File: config.mk
export PLATFORM = sky130hd
export DESIGN_NAME = rv_multicycle_ctrl
export DESIGN_NICKNAME = d
export VERILOG_FILES = /design/src/rtl/rv_pkg.sv /design/src/rtl/rv_alu_decoder.sv /design/src/rtl/rv_multicycle_ctrl.sv
export SDC_FILE = /design/constraint.sdc
export NUM_CORES = 1
export LEC_CHECK = 0
export ABC_CLOCK_PERIOD_IN_PS = 2000
export BUFFER_PORTS_ARGS = -buffer_cell sky130_fd_sc_hd__clkbuf_2
export CAP_MARGIN = 10
export CORE_MARGIN = 2
export CORE_UTILIZATION = 30
export CTS_CLUSTER_SIZE = 16
export DETAILED_ROUTE_END_ITERATION = 10
export PLACE_DENSITY = 0.65
export SYNTH_ARGS = -nofsm -noshare
export SYNTH_HDL_FRONTEND = slang
export SYNTH_HIERARCHICAL = 1
export SYNTH_SLANG_ARGS = --single-unit
File: constraint.sdc
create_clock -name clk -period 2 [get_ports clk]
set_input_delay 0.2 -clock clk [delete_from_list [all_inputs] [get_ports clk]]
set_output_delay 0.2 -clock clk [all_outputs]
set_load 0.02 [all_outputs]
File: src/rtl/rv_pkg.sv
// Shared types and constants for the RV32I multi-cycle controller.
// ALU codes, opcode values, FSM states and datapath select encodings.
package rv_pkg;

  typedef enum logic [3:0] {
    ALU_ADD = 4'b0000,
    ALU_SUB = 4'b0001,
    ALU_AND = 4'b0010,
    ALU_OR  = 4'b0011,
    ALU_SLT = 4'b0100,
    ALU_XOR = 4'b0101
  } alu_op_t;

  typedef enum logic [1:0] {
    CLS_ADD,
    CLS_R,
    CLS_I,
    CLS_BR
  } alu_cls_t;

  localparam logic [6:0] OPC_LW     = 7'b0000011;
  localparam logic [6:0] OPC_SW     = 7'b0100011;
  localparam logic [6:0] OPC_OP     = 7'b0110011;
  localparam logic [6:0] OPC_OPIMM  = 7'b0010011;
  localparam logic [6:0] OPC_BRANCH = 7'b1100011;
  localparam logic [6:0] OPC_JAL    = 7'b1101111;

  typedef enum logic [3:0] {
    S_IDLE,
    S_FETCH,
    S_DECODE,
    S_MEMADR,
    S_MEMREAD,
    S_MEMWRITE,
    S_MEMWB,
    S_EXECR,
    S_EXECI,
    S_ALUWB,
    S_BRANCH,
    S_JAL,
    S_TRAP
  } ctrl_state_t;

  typedef enum logic [1:0] {
    SRCA_PC,
    SRCA_OLDPC,
    SRCA_RS1
  } src_a_t;

  typedef enum logic [1:0] {
    SRCB_RS2,
    SRCB_IMM,
    SRCB_FOUR
  } src_b_t;

  typedef enum logic [2:0] {
    IMM_I,
    IMM_S,
    IMM_B,
    IMM_J
  } imm_t;

  typedef enum logic [1:0] {
    RES_ALUOUT,
    RES_MEM,
    RES_ALU
  } res_t;

  // Branch resolution from the SUB flags.
  function automatic logic br_taken(
    input logic [2:0] f3,
    input logic       z,
    input logic       n,
    input logic       c,
    input logic       v
  );
    logic t;
    t = 1'b0;
    case (f3)
      3'b000:  t = z;
      3'b001:  t = !z;
      3'b100:  t = n ^ v;
      3'b101:  t = !(n ^ v);
      3'b110:  t = c;
      3'b111:  t = !c;
      default: t = 1'b0;
    endcase
    return t;
  endfunction

endpackage

File: src/rtl/rv_alu_decoder.sv
// ALU control decoder: op class + funct fields -> ALU code and legality.
// Shifts, SLTU and reserved branch functs are reported as illegal.
module rv_alu_decoder
  import rv_pkg::*;
(
  input  logic [1:0] cls,
  input  logic [2:0] funct3,
  input  logic       funct7_5,
  output logic [3:0] alu_control,
  output logic       legal
);

  logic is_r;
  assign is_r = (cls == CLS_R);

  // Decode the ALU code for each instruction class.
  always_comb begin
    alu_control = ALU_ADD;
    legal       = 1'b1;
    unique case (1'b1)
      (cls == CLS_BR): begin
        alu_control = ALU_SUB;
        legal       = (funct3[2:1] != 2'b01);
      end
      (cls == CLS_R),
      (cls == CLS_I): begin
        case (funct3)
          3'b000: alu_control = (is_r && funct7_5) ? ALU_SUB : ALU_ADD;
          3'b111: alu_control = ALU_AND;
          3'b110: alu_control = ALU_OR;
          3'b010: alu_control = ALU_SLT;
          3'b100: alu_control = ALU_XOR;
          default: legal = 1'b0;
        endcase
      end
      default: ;
    endcase
  end

endmodule

File: src/rtl/rv_multicycle_ctrl.sv
// RV32I multi-cycle control FSM over a shared instruction/data memory.
// Define RV_CTRL_TRAP_EN to trap illegal instructions (illegal_o).
module rv_multicycle_ctrl
  import rv_pkg::*;
#(
  parameter bit RESET_STATE_FETCH = 1'b1
)(
  input  logic        clk,
  input  logic        rst_n,
  input  logic [31:0] instr,
  input  logic        mem_ready,
  input  logic        alu_zero,
  input  logic        alu_neg,
  input  logic        alu_carry,
  input  logic        alu_overflow,
  output logic [3:0]  alu_control,
  output logic [1:0]  alu_src_a,
  output logic [1:0]  alu_src_b,
  output logic [2:0]  imm_src,
  output logic        adr_src,
  output logic [1:0]  result_src,
  output logic        mem_req,
  output logic        mem_we,
  output logic        ir_we,
  output logic        pc_we,
`ifdef RV_CTRL_TRAP_EN
  output logic        illegal_o,
`endif
  output logic        reg_we
);

`ifdef RV_CTRL_TRAP_EN
  localparam ctrl_state_t ILL_ST = S_TRAP;
`else
  localparam ctrl_state_t ILL_ST = S_FETCH;
`endif

  ctrl_state_t state;
  ctrl_state_t next_state;

  logic [6:0] opc;
  logic [2:0] f3;
  logic       f7;
  alu_cls_t   cls;
  logic       opc_ok;
  logic [3:0] dec_ctl;
  logic       dec_legal;
  logic       taken;
  logic       unused_bits;

  assign opc = instr[6:0];
  assign f3  = instr[14:12];
  assign f7  = instr[30];
  assign unused_bits = ^{instr[31], instr[29:15], instr[11:7]};
  assign taken = br_taken(f3, alu_zero, alu_neg,
                          alu_carry, alu_overflow);

  // Map the opcode to an ALU class and flag unknown opcodes.
  always_comb begin
    cls    = CLS_ADD;
    opc_ok = 1'b1;
    unique case (1'b1)
      (opc == OPC_OP):     cls = CLS_R;
      (opc == OPC_OPIMM):  cls = CLS_I;
      (opc == OPC_BRANCH): cls = CLS_BR;
      (opc == OPC_LW),
      (opc == OPC_SW),
      (opc == OPC_JAL):    cls = CLS_ADD;
      default:             opc_ok = 1'b0;
    endcase
  end

  rv_alu_decoder u_dec (
    .cls         (cls),
    .funct3      (f3),
    .funct7_5    (f7),
    .alu_control (dec_ctl),
    .legal       (dec_legal)
  );

  // State register with asynchronous reset.
  always_ff @(posedge clk or negedge rst_n) begin
    if (!rst_n) begin
      if (RESET_STATE_FETCH) state <= S_FETCH;
      else                   state <= S_IDLE;
    end else begin
      state <= next_state;
    end
  end

  // Next state and outputs; everything is held quiet while in reset.
  always_comb begin
    next_state  = state;
    alu_control = ALU_ADD;
    alu_src_a   = SRCA_PC;
    alu_src_b   = SRCB_RS2;
    imm_src     = IMM_I;
    adr_src     = 1'b0;
    result_src  = RES_ALUOUT;
    mem_req     = 1'b0;
    mem_we      = 1'b0;
    ir_we       = 1'b0;
    pc_we       = 1'b0;
    reg_we      = 1'b0;
`ifdef RV_CTRL_TRAP_EN
    illegal_o   = 1'b0;
`endif
    if (rst_n) begin
      unique case (state)
        S_IDLE: begin
          if (mem_ready) next_state = S_FETCH;
        end
        S_FETCH: begin
          mem_req   = 1'b1;
          alu_src_b = SRCB_FOUR;
          if (mem_ready) begin
            ir_we      = 1'b1;
            pc_we      = 1'b1;
            result_src = RES_ALU;
            next_state = S_DECODE;
          end
        end
        S_DECODE: begin
          alu_src_a = SRCA_OLDPC;
          alu_src_b = SRCB_IMM;
          imm_src   = (opc == OPC_BRANCH) ? IMM_B : IMM_J;
          if (!(opc_ok && dec_legal)) begin
            next_state = ILL_ST;
          end else begin
            case (opc)
              OPC_LW,
              OPC_SW:     next_state = S_MEMADR;
              OPC_OP:     next_state = S_EXECR;
              OPC_OPIMM:  next_state = S_EXECI;
              OPC_BRANCH: next_state = S_BRANCH;
              default:    next_state = S_JAL;
            endcase
          end
        end
        S_MEMADR: begin
          alu_src_a = SRCA_RS1;
          alu_src_b = SRCB_IMM;
          imm_src   = (opc == OPC_SW) ? IMM_S : IMM_I;
          if (opc == OPC_LW) next_state = S_MEMREAD;
          else               next_state = S_MEMWRITE;
        end
        S_MEMREAD: begin
          mem_req = 1'b1;
          adr_src = 1'b1;
          if (mem_ready) next_state = S_MEMWB;
        end
        S_MEMWRITE: begin
          mem_req = 1'b1;
          mem_we  = 1'b1;
          adr_src = 1'b1;
          if (mem_ready) next_state = S_FETCH;
        end
        S_MEMWB: begin
          reg_we     = 1'b1;
          result_src = RES_MEM;
          next_state = S_FETCH;
        end
        S_EXECR: begin
          alu_src_a   = SRCA_RS1;
          alu_src_b   = SRCB_RS2;
          alu_control = dec_ctl;
          next_state  = S_ALUWB;
        end
        S_EXECI: begin
          alu_src_a   = SRCA_RS1;
          alu_src_b   = SRCB_IMM;
          imm_src     = IMM_I;
          alu_control = dec_ctl;
          next_state  = S_ALUWB;
        end
        S_ALUWB: begin
          reg_we     = 1'b1;
          result_src = RES_ALUOUT;
          next_state = S_FETCH;
        end
        S_BRANCH: begin
          alu_src_a   = SRCA_RS1;
          alu_src_b   = SRCB_RS2;
          alu_control = ALU_SUB;
          result_src  = RES_ALUOUT;
          pc_we       = taken;
          next_state  = S_FETCH;
        end
        S_JAL: begin
          alu_src_a  = SRCA_OLDPC;
          alu_src_b  = SRCB_FOUR;
          result_src = RES_ALU;
          pc_we      = 1'b1;
          reg_we     = 1'b1;
          next_state = S_FETCH;
        end
        S_TRAP: begin
`ifdef RV_CTRL_TRAP_EN
          illegal_o = 1'b1;
`endif
          next_state = S_TRAP;
        end
        default: next_state = S_FETCH;
      endcase
    end
  end

endmodule
# Word level (Yosys, flattened, before mapping)
# Index checks and enable logic that the tools add are counted.
# W data, S select, Z words.
dict set report word_totals {
  ff_bits 4
  input_bits 39
  out_inout_bits 19
}
dict set report op_classes {
  eq_ne 31
  muxes 41
  bitwise 1
  n_reduce_logical 21
}
# op n
set op_table {}
lappend op_table {{$pmux W4 S7} 1}
lappend op_table {{$eq A4 B4 Y1 const B} 5}
lappend op_table {{$mux W4} 5}
lappend op_table {{$pmux W4 S5} 1}
lappend op_table {{$mux W1} 18}
lappend op_table {{$eq A4 B3 Y1 const B} 4}
lappend op_table {{$pmux W4 S2} 2}
lappend op_table {{$pmux W4 S4} 1}
lappend op_table {{$eq A7 B6 Y1 const B} 2}
lappend op_table {{$eq A7 B7 Y1 const B} 2}
lappend op_table {{$reduce_or A2 Y1} 7}
lappend op_table {{$eq A3 B3 Y1 const B} 4}
lappend op_table {{$pmux W2 S2} 3}
lappend op_table {{$pmux W2 S3} 2}
lappend op_table {{$mux W2} 5}
lappend op_table {{$reduce_or A3 Y1} 3}
lappend op_table {{$eq A4 B2 Y1 const B} 2}
lappend op_table {{$eq A7 B2 Y1 const B} 1}
lappend op_table {{$eq A7 B5 Y1 const B} 1}
lappend op_table {{$pmux W1 S6} 1}
lappend op_table {{$reduce_or A6 Y1} 1}
lappend op_table {{$reduce_or A5 Y1} 1}
lappend op_table {{$eq A2 B2 Y1 const B} 2}
lappend op_table {{$eq A4 B1 Y1 const B} 1}
lappend op_table {{14 further kinds} 19}

# Logic depth before layout (Yosys ltp)
# Gate-level depths: netlist of the first run.
dict set report logic_depth {
  depth_word 9
  mapped_depth 11
  ltp_nobuf 11
}

# Cells and area by module
# Netlist of the first run, hierarchy kept.
# module instances cells_each area_per_inst_um2
set modules_own_cells {}
lappend modules_own_cells {rv_multicycle_ctrl 1 112 749.5}
lappend modules_own_cells {rv_alu_decoder 1 21 141.4}

# Least setup slack after synthesis of the first run
# Ideal clock, no wire load.
dict set report synth_timing {
  path_kind {input to output}
  startpoint {input port instr[4]}
  endpoint {output port alu_control[0]}
  arrival_time_ns 2.139
  required_ns 1.800
  setup_slack_ns -0.339
  path_stages 11
  path_buffers 1
  cell_sequence {buf_4 -> or3b_1 -> a21oi_2 -> inv_1 -> ha_1 -> nand2b_1 -> a221oi_2 -> nand3_1 -> o21ai_0 -> a32oi_1 -> nor2_1}
}
dict set report synth_between {
  elab_chain_len 9
  elab_cells_between_ends 14
  classes_between {eq/ne: 6; mux: 6; reduce/logical: 2}
}
# element line_no
set synth_lines {}
lappend synth_lines {{start: declaration} rv_multicycle_ctrl.sv:10} ;# input logic [31:0] instr,
lappend synth_lines {{$eq A7 B7 Y1, or another cell as far along} rv_multicycle_ctrl.sv:65} ;# (opc == OPC_BRANCH): cls = CLS_BR;
lappend synth_lines {{$pmux W2 S3 *} rv_multicycle_ctrl.sv:62} ;# unique case (1'b1)
lappend synth_lines {{net cls[1]} rv_multicycle_ctrl.sv:44} ;# alu_cls_t cls;
lappend synth_lines {{$eq A2 B1 Y1} {rv_alu_decoder.sv:14, rv_alu_decoder.sv:25}}
lappend synth_lines {{$logic_and A1 B1 Y1} rv_alu_decoder.sv:28} ;# 3'b000: alu_control = (is_r && funct7_5) ? ALU_SUB : ALU_ADD;
lappend synth_lines {{$mux W1} rv_alu_decoder.sv:28}
lappend synth_lines {{$pmux W4 S5} rv_alu_decoder.sv:27} ;# case (funct3)
lappend synth_lines {{$pmux W4 S2 *} rv_alu_decoder.sv:20} ;# unique case (1'b1)
lappend synth_lines {{net dec_ctl[0]} rv_multicycle_ctrl.sv:46} ;# logic [3:0] dec_ctl;
lappend synth_lines {{$pmux W4 S2 *} rv_multicycle_ctrl.sv:109} ;# unique case (state)
lappend synth_lines {{$mux W4 *} rv_multicycle_ctrl.sv:108} ;# if (rst_n) begin
lappend synth_lines {{end: declaration} rv_multicycle_ctrl.sv:16} ;# output logic [3:0] alu_control,
# Mark *: on every way through the listed nets, which the timed path passes. The rest lies on a longest branch.

# Worst setup path in the final report of the first run
dict set report layout_timing {
  startpoint {input port instr[5]}
  endpoint {output port alu_control[0]}
}
# The elaborated chain is that of the path after synthesis.

==> results.md, run 1 <==
- Die extent in x: 58.5 um
- Final Cycle Share: 113%
- Worst IR Drop VDD: 0.555 mV
- ANT cells: 0
- Final number of setup-violating endpoints: 6
- Fraction of final layout cells sized beyond drive strength 1: 43.9%
- Antenna violations before repair: 0
- Portion of the post-synthesis area used by sequential elements: a little under an eighth
- Critical path startpoint category: primary input
- Final Net Count: 232
- Count of flip-flops with a built-in enable after synthesis: 0
- Number of vias in the routed layout: around 1200
- R2r startpoint: state[0]
- Via/cell ratio: around 5.2
- Final antenna-violating net count: 0
- Number of global-route vias before repair: 1028
- Largest Register: state
- Number of flip-flops and latches in the synthesized netlist: 4
- Required time worst endpoint: 1.80 ns
- DPL Wire Length: 2000 um
- Area of the core: 0.00278 mm2
- Data arrival, critical path: roughly 2.1 ns
- Most common library cell in the layout ignoring fill and taps: clkbuf_2
- Drt total wl: 2720 um
- Num rows: 19
- Count of different cell masters after synthesis: 46
- Critical R2R Capture: state[0]
- Setup slack, reg-to-reg: 0.28 ns
- Number of flip-flops in the largest register: 4
- Cell count after synthesis: 133
- Buffer levels on the longest clock path: 2
- Total power divided by cell area: 693 mW/mm2
- GRT Residual Overflow: 0
- Most common flop cell mapped by yosys: dfrtp_1
- Global-route wire length before repair: 4320 um
- CTS HTree Levels: 1
- R2R cell count: 6
- Wirelength per Cell: 12.4 um
- Endpoint class of the critical path: primary output
- TritonCTS buffer count: 3
- TritonCTS clock tree: yes
- DRC violations left: 0
- GPL Wtd Cong: approximately 0.83
- Highest Clock Rate: 443 MHz
- Detailed-routing iteration count for the pre-antenna-repair pass: 4
- Effective utilization at floorplan: 32.0%
- Clock sink count: 4
- Run status: finished with violations
- Clock Tree Root: clkbuf_4
- Maximum Capacitance Violations: 0
- FILL cells: 264
- Aggregate negative setup slack: -0.867 ns
- Count of warnings emitted by yosys: 6
- Hold Violations, Final: 0
- Leading cell types in the layout, fill and taps excluded: 29 x clkbuf_2, 27 x buf_4, 12 x nor2_1
- Worst Setup Slack, final: -0.259 ns
- Combined global-route utilization of all metal layers: 15.9%
- Post-Synthesis Mean Instance Area: 6.70 um2
- Failing checks: negative setup slack
- Number of DRC markers after the initial detailed-route iteration: 43
- Async set-or-reset flop fraction in the synthesized netlist: 100%
- Maximum clock skew at final layout: 0.00886 ns
- Hold WC Path Type: primary input to async pin
- Synth-to-layout area growth: 59.8%
- Clock-pin slew of the registers on the worst-case setup and hold paths: about 0.04 ns
- Buffers on Ports: 34
- Insertion delay to the later sink of the worst-skew pair: around 0.24 ns
- Leakage Power: roughly 0.67 nW
- Clock period minus final worst setup slack: approximately 2.3 ns
- Boundary Pins: 58
- Power, Total: 987 uW
- Setup repair after global routing missed its margin: true
- Syn Nets: between 150 and 200
- Critical Path Fanout Max: 2
- Synth Cell Area: 891 um2
- Die area: approximately 0.0034 mm2
- Maximum number of pins on one net before global-route repair: 13
- Chip Height: 58.5 um
- Worst setup path class: primary input to primary output
- Final Max Tran Viols: 0
- Top Registers: state x4
-- cells in the mapped netlist (all sizes together), types with 3 or more instances --
library cell  instances  share of area, %
nor3                  8               4.5
dfrtp                 3               8.4
xor2                  3               2.9
xnor2                 4               3.9
nor2                 16               6.7
a21oi                10               6.0
ha                    3               4.2
nand2b                6               4.2
buf                   9               6.6
o21ai                 6               3.4
inv                   9               3.8
nand2                 8               3.4
nor2b                 4               2.8
and3                  7               4.9
nand3                 3               1.7
-- per-stage QoR --
step           cells  setup slack [ns]  utilization [%]  hold WS, ns  cell area, um2
3_5_place_dp     207            -0.330             43.2        0.134            1200
6_report         220            -0.259             51.2        0.426            1420
3_3_place_gp     207            -0.304             43.2        0.138            1200
4_1_cts          218            -0.288             48.0        0.380            1340
5_1_grt          220            -0.357             51.2        0.435            1420
2_1_floorplan    133            -0.192                -      -0.0956             917
-- metal layers --
metal / part of all wire [%] / global-route usage (%) / up-vias
li1: - / - / 582
met1: 41 / 19.3 / 529
met2: 51 / 28.1 / 40
met3: 7.6 / 3.30 / 2
met4: 0.48 / 4.65 / 0
met5: 0 / 0 / -
-- power breakdown --
part	total (mW)	switching, mW	internal, mW	leakage [nW]
sequential	0.165	0.0490	0.116	0.0508
combinational	0.713	0.390	0.323	0.601
clock	0.110	0.0349	0.0750	0.0150
total	0.987	0.473	0.514	0.667
-- worst max-delay path: stages --
cell,delay [ns]
buf_6,0.09
or3b_1,0.38
a21oi_2,0.17
inv_2,0.07
ha_4,0.28
nand2b_4,0.06
a221oi_4,0.27
nand3_1,0.10
o21ai_1,0.07
a32oi_1,0.08
nor2_2,0.14
clkbuf_8,0.15
-- worst max-delay path by stage --
stage / startpoint / to / cells after the start
global route: instr[5] / alu_control[0] / 12
detailed placement: instr[5] / alu_control[0] / 12
finish: instr[5] / alu_control[0] / 12
floorplan: instr[6] / alu_control[0] / 11
CTS: instr[6] / alu_control[0] / 12
global placement: instr[5] / alu_control[0] / 12
-- final cells by class --
| cell class | instances | area (um2) | area share, % |
|---|---|---|---|
| repair buffers | 62 | 417 | 29.3 |
| inverters | 9 | 33.8 | 2.37 |
| multi-input cells | 110 | 807 | 56.7 |
| flip-flops and latches | 4 | 101 | 7.12 |
| clock buffers | 4 | 26.3 | 1.85 |
| well taps | 31 | 38.8 | 2.72 |
-- kinds of logic after synthesis --
| kind of cell | synth area share [%] |
|---|---|
| mux | 1.12 |
| flops | 11.4 |
| other cells | 0.843 |
| xor+xnor | 6.88 |
| compound gates | 27.4 |
| fa+ha+maj | 4.21 |
| buf+inv | 10.8 |
| simple gates | 37.4 |
-- repair_timing --
| action | CTS | global route |
|---|---|---|
| gates cloned | 0 | 0 |
| hold buffers | 1 | 0 |
| pin swaps | 14 | 13 |
| endpoints found under the hold margin | 3 | 0 |
| setup endpoints to repair | 5 | 11 |
| buffers inserted | 6 | 3 |
| resized for setup | 11 | 19 |
Power figures use the tool's default switching activity.
==> run 2: changes to the inputs <==
--- a/config.mk
+++ b/config.mk
@@ -8,6 +8,7 @@
 export ABC_CLOCK_PERIOD_IN_PS = 2000
 export BUFFER_PORTS_ARGS = -buffer_cell sky130_fd_sc_hd__clkbuf_2
 export CAP_MARGIN = 10
+export CORE_ASPECT_RATIO = 1.4
 export CORE_MARGIN = 2
 export CORE_UTILIZATION = 30
 export CTS_CLUSTER_SIZE = 16
==> results.md, run 2 (synthesized netlist as in run 1, its figures left out) <==
- GPL Wtd Cong: 0.784 (-6.0%)
- Final number of setup-violating endpoints: 7 (+1)
- Fraction of final layout cells sized beyond drive strength 1: 44.6% (+0.65 points)
- Clock Tree Root: clkbuf_8
- Worst Setup Slack, final: -0.246 ns (+0.0131 ns)
- Setup repair after global routing missed its margin: true
- Detailed-routing iteration count for the pre-antenna-repair pass: 4 (unchanged)
- R2R cell count: 6 (unchanged)
- Switching Share: 46.4% (-1.6 points)
- Clock-pin slew of the registers on the worst-case setup and hold paths: 0.03 ns (about the same)
- TritonCTS clock tree: yes
- Buffer levels on the longest clock path: 2 (unchanged)
- Critical path startpoint category: primary input
- Leakage Power: 0.655 nW (-1.8%)
- DPL Wire Length: 1940 um (-3.1%)
- Data arrival, critical path: 2.05 ns (about the same)
- Clock sink count: 4 (unchanged)
- Largest Register: state
- Non-filler instance count after layout: 221 (+0.45%)
- Effective utilization at floorplan: 31.3% (-0.76 points)
- Maximum cell stage delay along the critical path: 0.40 ns (+0.02 ns)
- Hold Violations, Final: 0 (unchanged)
- Top Registers: state x4
- Combinational share of power: 65.3% (-6.9 points)
- Cells along the critical path: buf_6, or3b_4, a21oi_4, inv_2, ha_4, nand2b_4, a221oi_4, nand3_1, o21ai_1, a32oi_1, nor2_2, clkbuf_8
- GRT Residual Overflow: 0 (unchanged)
- Critical Path Fanout Max: 2 (unchanged)
- R2r startpoint: state[0]
- Highest Clock Rate: 445 MHz (+0.58%)
- Insertion delay to the later sink of the worst-skew pair: 0.22 ns (-0.02 ns)
- Final Net Count: 227 (-2.2%)
- Placed cell count: 209 (+0.97%)
- Worst setup path class: primary input to primary output
- Failing checks: negative setup slack
- Sw Pwr: 460 uW (-2.8%)
- Synth-to-layout area growth: 60.0% (about the same)
- Most common library cell in the layout ignoring fill and taps: clkbuf_2
- Final cell utilization of the core: 50.0% (-1.2 points)
- Number of DRC markers after the initial detailed-route iteration: 8 (-81%)
- Buffers on Ports: 34 (unchanged)
- Run status: finished with violations
- Number of global-route vias before repair: 1022 (-0.58%)
- Combined global-route utilization of all metal layers: 15.8% (-0.060 points)
- Maximum clock skew at final layout: 0.00548 ns (-0.00338 ns)
- DRC violations left: 0 (unchanged)
- Final Cycle Share: 112% (-0.65 points)
- CTS HTree Levels: 1 (unchanged)
- Antenna violations before repair: 0 (unchanged)
- Maximum number of pins on one net before global-route repair: 21 (+8)
- Worst IR Drop VDD: 0.521 mV (-6.0%)
- Setup slack, reg-to-reg: 0.25 ns (-0.03 ns)
- Final Max Tran Viols: 0 (unchanged)
- Total power divided by cell area: 696 mW/mm2 (+0.40%)
- Placement Setup Slack: -0.329 ns (+0.000932 ns)
- Part of the total power dissipated in the clock network: 17.8% (+6.7 points)
- Num rows: 23 (+4)
- Required time worst endpoint: 1.80 ns (about the same)
- Proportion of power drawn by flip-flops and latches: 16.9% (+0.2 points)
- Drt total wl: 2690 um (-1.3%)
- Number of flip-flops in the largest register: 4 (unchanged)
- Boundary Pins: 58 (unchanged)
- Cell type of the slowest stage on the worst timing path: or3b_4
- ANT cells: 0 (unchanged)
- Die area: 0.00343 mm2 (+0.17%)
- Via/cell ratio: 5.04 (-3.8%)
- Hold WC Path Type: primary input to async pin
- Aggregate negative setup slack: -0.881 ns (-0.0143 ns)
- Internal Pwr Total: 532 uW (+3.5%)
- Endpoint class of the critical path: primary output
- Post-route worst hold slack: 0.0324 ns (-0.393 ns)
- TritonCTS buffer count: 3 (unchanged)
- Wirelength per Cell: 12.2 um (-1.8%)
- Maximum Capacitance Violations: 0 (unchanged)
- Critical R2R Capture: state[0]
- Die extent in x: 50.1 um (-14%)
- Number of vias in the routed layout: 1114 (-3.4%)
- Leading cell types in the layout, fill and taps excluded: 28 x clkbuf_2, 20 x buf_4, 12 x nor2_1
- Global-route wire length before repair: 4350 um (+0.65%)
- Chip Height: 68.5 um (+17%)
- Final antenna-violating net count: 0 (unchanged)
- Clock period minus final worst setup slack: 2.25 ns (-0.0131 ns)
- FILL cells: 308 (+17%)
- Area of the core: 0.00285 mm2 (+2.4%)
## run 2: how the worst max path moves through the flow
stage,startpoint,end,slack [ns]
floorplan,instr[6],alu_control[0],-0.19
global placement,instr[5],state[2],-0.30
detailed placement,instr[5],alu_control[0],-0.33
CTS,instr[6],alu_control[0],-0.29
global route,instr[3],alu_control[0],-0.43
finish,instr[5],alu_control[0],-0.25
## run 2: final cells by class
type	count	area (um2)	area share (%)
sequential	4	104	7.29
timing repair buffer	57	389	27.3
multi-input combinational	110	807	56.6
tap	37	46.3	3.25
clock buffer	4	45.0	3.16
inverter	9	33.8	2.37
## run 2: routing by layer
layer | global-route usage [%] | vias to the layer above | part of all wire, %
met5 | 0 | - | 0
met4 | 4.51 | 0 | 0.78
met3 | 1.09 | 2 | 4.0
met2 | 29.6 | 30 | 56
met1 | 19.3 | 510 | 39
li1 | - | 572 | -
## run 2: worst max-delay path, delay by kind of cell
family                   cells  cell delay, ns
buffers and inverters        3            0.31
AO/OA/AOI/OAI                4            0.57
AND/OR/NAND/NOR              4            0.70
adder cells (fa/ha/maj)      1            0.28
## run 2: per-stage QoR
step	total power, mW	area [um2]
2_1_floorplan	0.600	917
3_3_place_gp	0.780	1180
3_5_place_dp	0.782	1180
4_1_cts	0.977	1320
5_1_grt	1.08	1430
6_report	0.992	1430
## run 2: power groups by stage
stage / clock network (mW) / registers, mW / logic, mW
6_report: 0.177 / 0.167 / 0.648
5_1_grt: 0.187 / 0.177 / 0.719
4_1_cts: 0.182 / 0.165 / 0.630
3_5_place_dp: 0 / 0.166 / 0.616
3_3_place_gp: 0 / 0.166 / 0.614
2_1_floorplan: 0 / 0.138 / 0.461
## run 2: what timing repair did
item | 4_1_cts | 5_1_grt
setup buffers | 5 | 3
gates cloned | 0 | 0
hold buffers | 1 | 0
hold endpoints to repair | 3 | 0
gates resized for setup | 11 | 25
pin swaps | 15 | 12
endpoints found under the setup margin | 4 | 9
==> run 3: changes to the inputs <==
--- a/config.mk
+++ b/config.mk
@@ -11,6 +11,7 @@
 export CORE_ASPECT_RATIO = 1.4
 export CORE_MARGIN = 2
 export CORE_UTILIZATION = 30
+export CTS_BUF_LIST = sky130_fd_sc_hd__clkbuf_4
 export CTS_CLUSTER_SIZE = 16
 export DETAILED_ROUTE_END_ITERATION = 10
 export PLACE_DENSITY = 0.65
==> results.md, run 3 (synthesized netlist as in run 1, its figures left out) <==
- Hold Violations, Final: 0 (unchanged)
- Worst setup path class: primary input to primary output
- Buffer levels on the longest clock path: 2 (unchanged)
- Clock period minus final worst setup slack: 2.24 ns (-0.00255 ns)
- Worst Setup Slack, final: -0.244 ns (+0.00255 ns)
- Antenna violations before repair: 0 (unchanged)
- Final number of setup-violating endpoints: 7 (unchanged)
- TritonCTS clock tree: yes
- Top Registers: state x4
- Met1 routing resource usage after global routing: 18.9% (-0.40 points)
- Worst IR Drop VDD: 0.457 mV (-12%)
- Via/cell ratio: 5.00 (-0.81%)
- Layer with the highest usage: met2
- Most common library cell in the layout ignoring fill and taps: clkbuf_2
- Aggregate negative setup slack: -0.737 ns (+0.144 ns)
- Drt total wl: 2700 um (+0.60%)
- Data arrival, critical path: 2.04 ns (about the same)
- GPL Wtd Cong: 0.784 (unchanged)
- Wirelength per Cell: 12.2 um (+0.14%)
- Maximum number of pins on one net before global-route repair: 21 (unchanged)
- Final antenna-violating net count: 0 (unchanged)
- Buffers on Ports: 34 (unchanged)
- Fraction of final layout cells sized beyond drive strength 1: 44.9% (+0.30 points)
- Leakage Power: 0.654 nW (-0.15%)
- Non-filler instance count after layout: 222 (+0.45%)
- Clock-pin slew of the registers on the worst-case setup and hold paths: 0.04 ns (about the same)
- Clock Tree Root: clkbuf_4
- DRC violations left: 0 (unchanged)
- ANT cells: 0 (unchanged)
- Num rows: 23 (unchanged)
- Number of flip-flops in the largest register: 4 (unchanged)
- Critical path startpoint category: primary input
- Global-route wire length before repair: 4220 um (-2.9%)
- Fraction of met2 tracks used by global routing: 28.3% (-1.3 points)
- Met3 routing resource usage after global routing: 1.09% (unchanged)
- Clock sink count: 4 (unchanged)
- Maximum clock skew at final layout: 0.00938 ns (+0.00390 ns)
- Die extent in x: 50.1 um (unchanged)
- Detailed-routing iteration count for the pre-antenna-repair pass: 4 (unchanged)
- Number of global-route vias before repair: 1001 (-2.1%)
- Leading cell types in the layout, fill and taps excluded: 28 x clkbuf_2, 20 x buf_4, 11 x nor2_1
- GRT Residual Overflow: 0 (unchanged)
- Synth-to-layout area growth: 59.4%
- Endpoint class of the critical path: primary output
- TritonCTS buffer count: 3 (unchanged)
- Total power divided by cell area: 663 mW/mm2 (-4.7%)
- Largest Register: state
- CTS HTree Levels: 1 (unchanged)
- Insertion delay to the later sink of the worst-skew pair: 0.24 ns (+0.02 ns)
- Effective utilization at floorplan: 31.3% (unchanged)
- Boundary Pins: 58 (unchanged)
- Placed cell count: 209 (unchanged)
- Final cell utilization of the core: 49.8% (-0.18 points)
- Die area: 0.00343 mm2 (unchanged)
- Number of vias in the routed layout: 1110 (-0.36%)
- Number of DRC markers after the initial detailed-route iteration: 13 (+5)
- Chip Height: 68.5 um (unchanged)
- Run status: finished with violations
- Highest Clock Rate: 446 MHz (+0.11%)
- Critical Path Fanout Max: 2 (unchanged)
- Final Net Count: 228 (+0.44%)
- Required time worst endpoint: 1.80 ns (about the same)
- Failing checks: negative setup slack
- Hold WC Path Type: primary input to async pin
- Area of the core: 0.00285 mm2 (unchanged)
- Setup repair after global routing missed its margin: true
- Combined global-route utilization of all metal layers: 15.4% (-0.41 points)
- Power, Total: 942 uW (-5.1%)
- Maximum Capacitance Violations: 0 (unchanged)
- DPL Wire Length: 1940 um (unchanged)
- Final Max Tran Viols: 0 (unchanged)
- Final Cycle Share: 112% (-0.13 points)
## run 3: changes by cell type in the layout (fill, tap and decap cells not counted)
cell and delta:
nor2_2 +1, clkbuf_4 +4, clkbuf_8 -3, dlygate4sd3_1 +1
nor2_1 -1, nand2_2 -1, nand2_1 +1, clkbuf_1 -1
## run 3: worst paths after layout
check	cells past startpoint	to	startpoint	slack (ns)
max	12	alu_control[0]	instr[5]	-0.24
min	3	state[3]	rst_n	0.17
max reg2reg	6	state[0]	state[0]	0.25
min reg2reg	2	state[3]	state[3]	0.68
max in group asynchronous	3	state[2]	rst_n	1.29
min in group clk	3	state[2]	rst_n	0.35
## run 3: layout make-up
cell class                 count  area (um2)
clock buffer                   4        30.0
fill                         309        1430
inverter                       9        33.8
multi-input combinational    110         807
sequential                     4         104
tap                           37        46.3
timing repair buffer          58         399
## run 3: stage by stage
| stage | setup WS, ns | area [um2] | hold slack, ns |
|---|---|---|---|
| 3_5_place_dp | -0.329 | 1180 | 0.0194 |
| 2_1_floorplan | -0.192 | 917 | -0.0956 |
| 5_1_grt | -0.429 | 1420 | 0.184 |
| 4_1_cts | -0.287 | 1290 | 0.316 |
| 3_3_place_gp | -0.303 | 1180 | 0.0218 |
| 6_report | -0.244 | 1420 | 0.165 |
## run 3: layer usage
metal | wire [um] | part of all wire, %
met5 | 0 | 0
met4 | 8 | 0.30
met3 | 108 | 4.0
met2 | 1510 | 56
met1 | 1080 | 40
## run 3: what timing repair did
| item | CTS | global route |
|---|---|---|
| resized for setup | 9 | 26 |
| hold buffers | 1 | 1 |
| pin swaps | 15 | 11 |
| setup buffers | 4 | 3 |
| gates cloned | 0 | 0 |
| endpoints found under the setup margin | 5 | 9 |
| hold endpoints to repair | 3 | 1 |
## run 3: power breakdown
part	total (mW)	leakage [nW]	switching (mW)	internal [mW]
Sequential	0.167	0.0477	0.0509	0.116
Clock	0.123	0.0184	0.0343	0.0885
Combinational	0.652	0.588	0.370	0.282
Total	0.942	0.654	0.455	0.486
## run 3: critical path, stage by stage
cell and delay, ns:
buf_6 0.09, or3b_4 0.40, a21oi_4 0.14, inv_2 0.07
ha_4 0.28, nand2b_4 0.06, a221oi_4 0.27, nand3_1 0.10
o21ai_1 0.08, a32oi_1 0.08, nor2_2 0.13, clkbuf_8 0.15
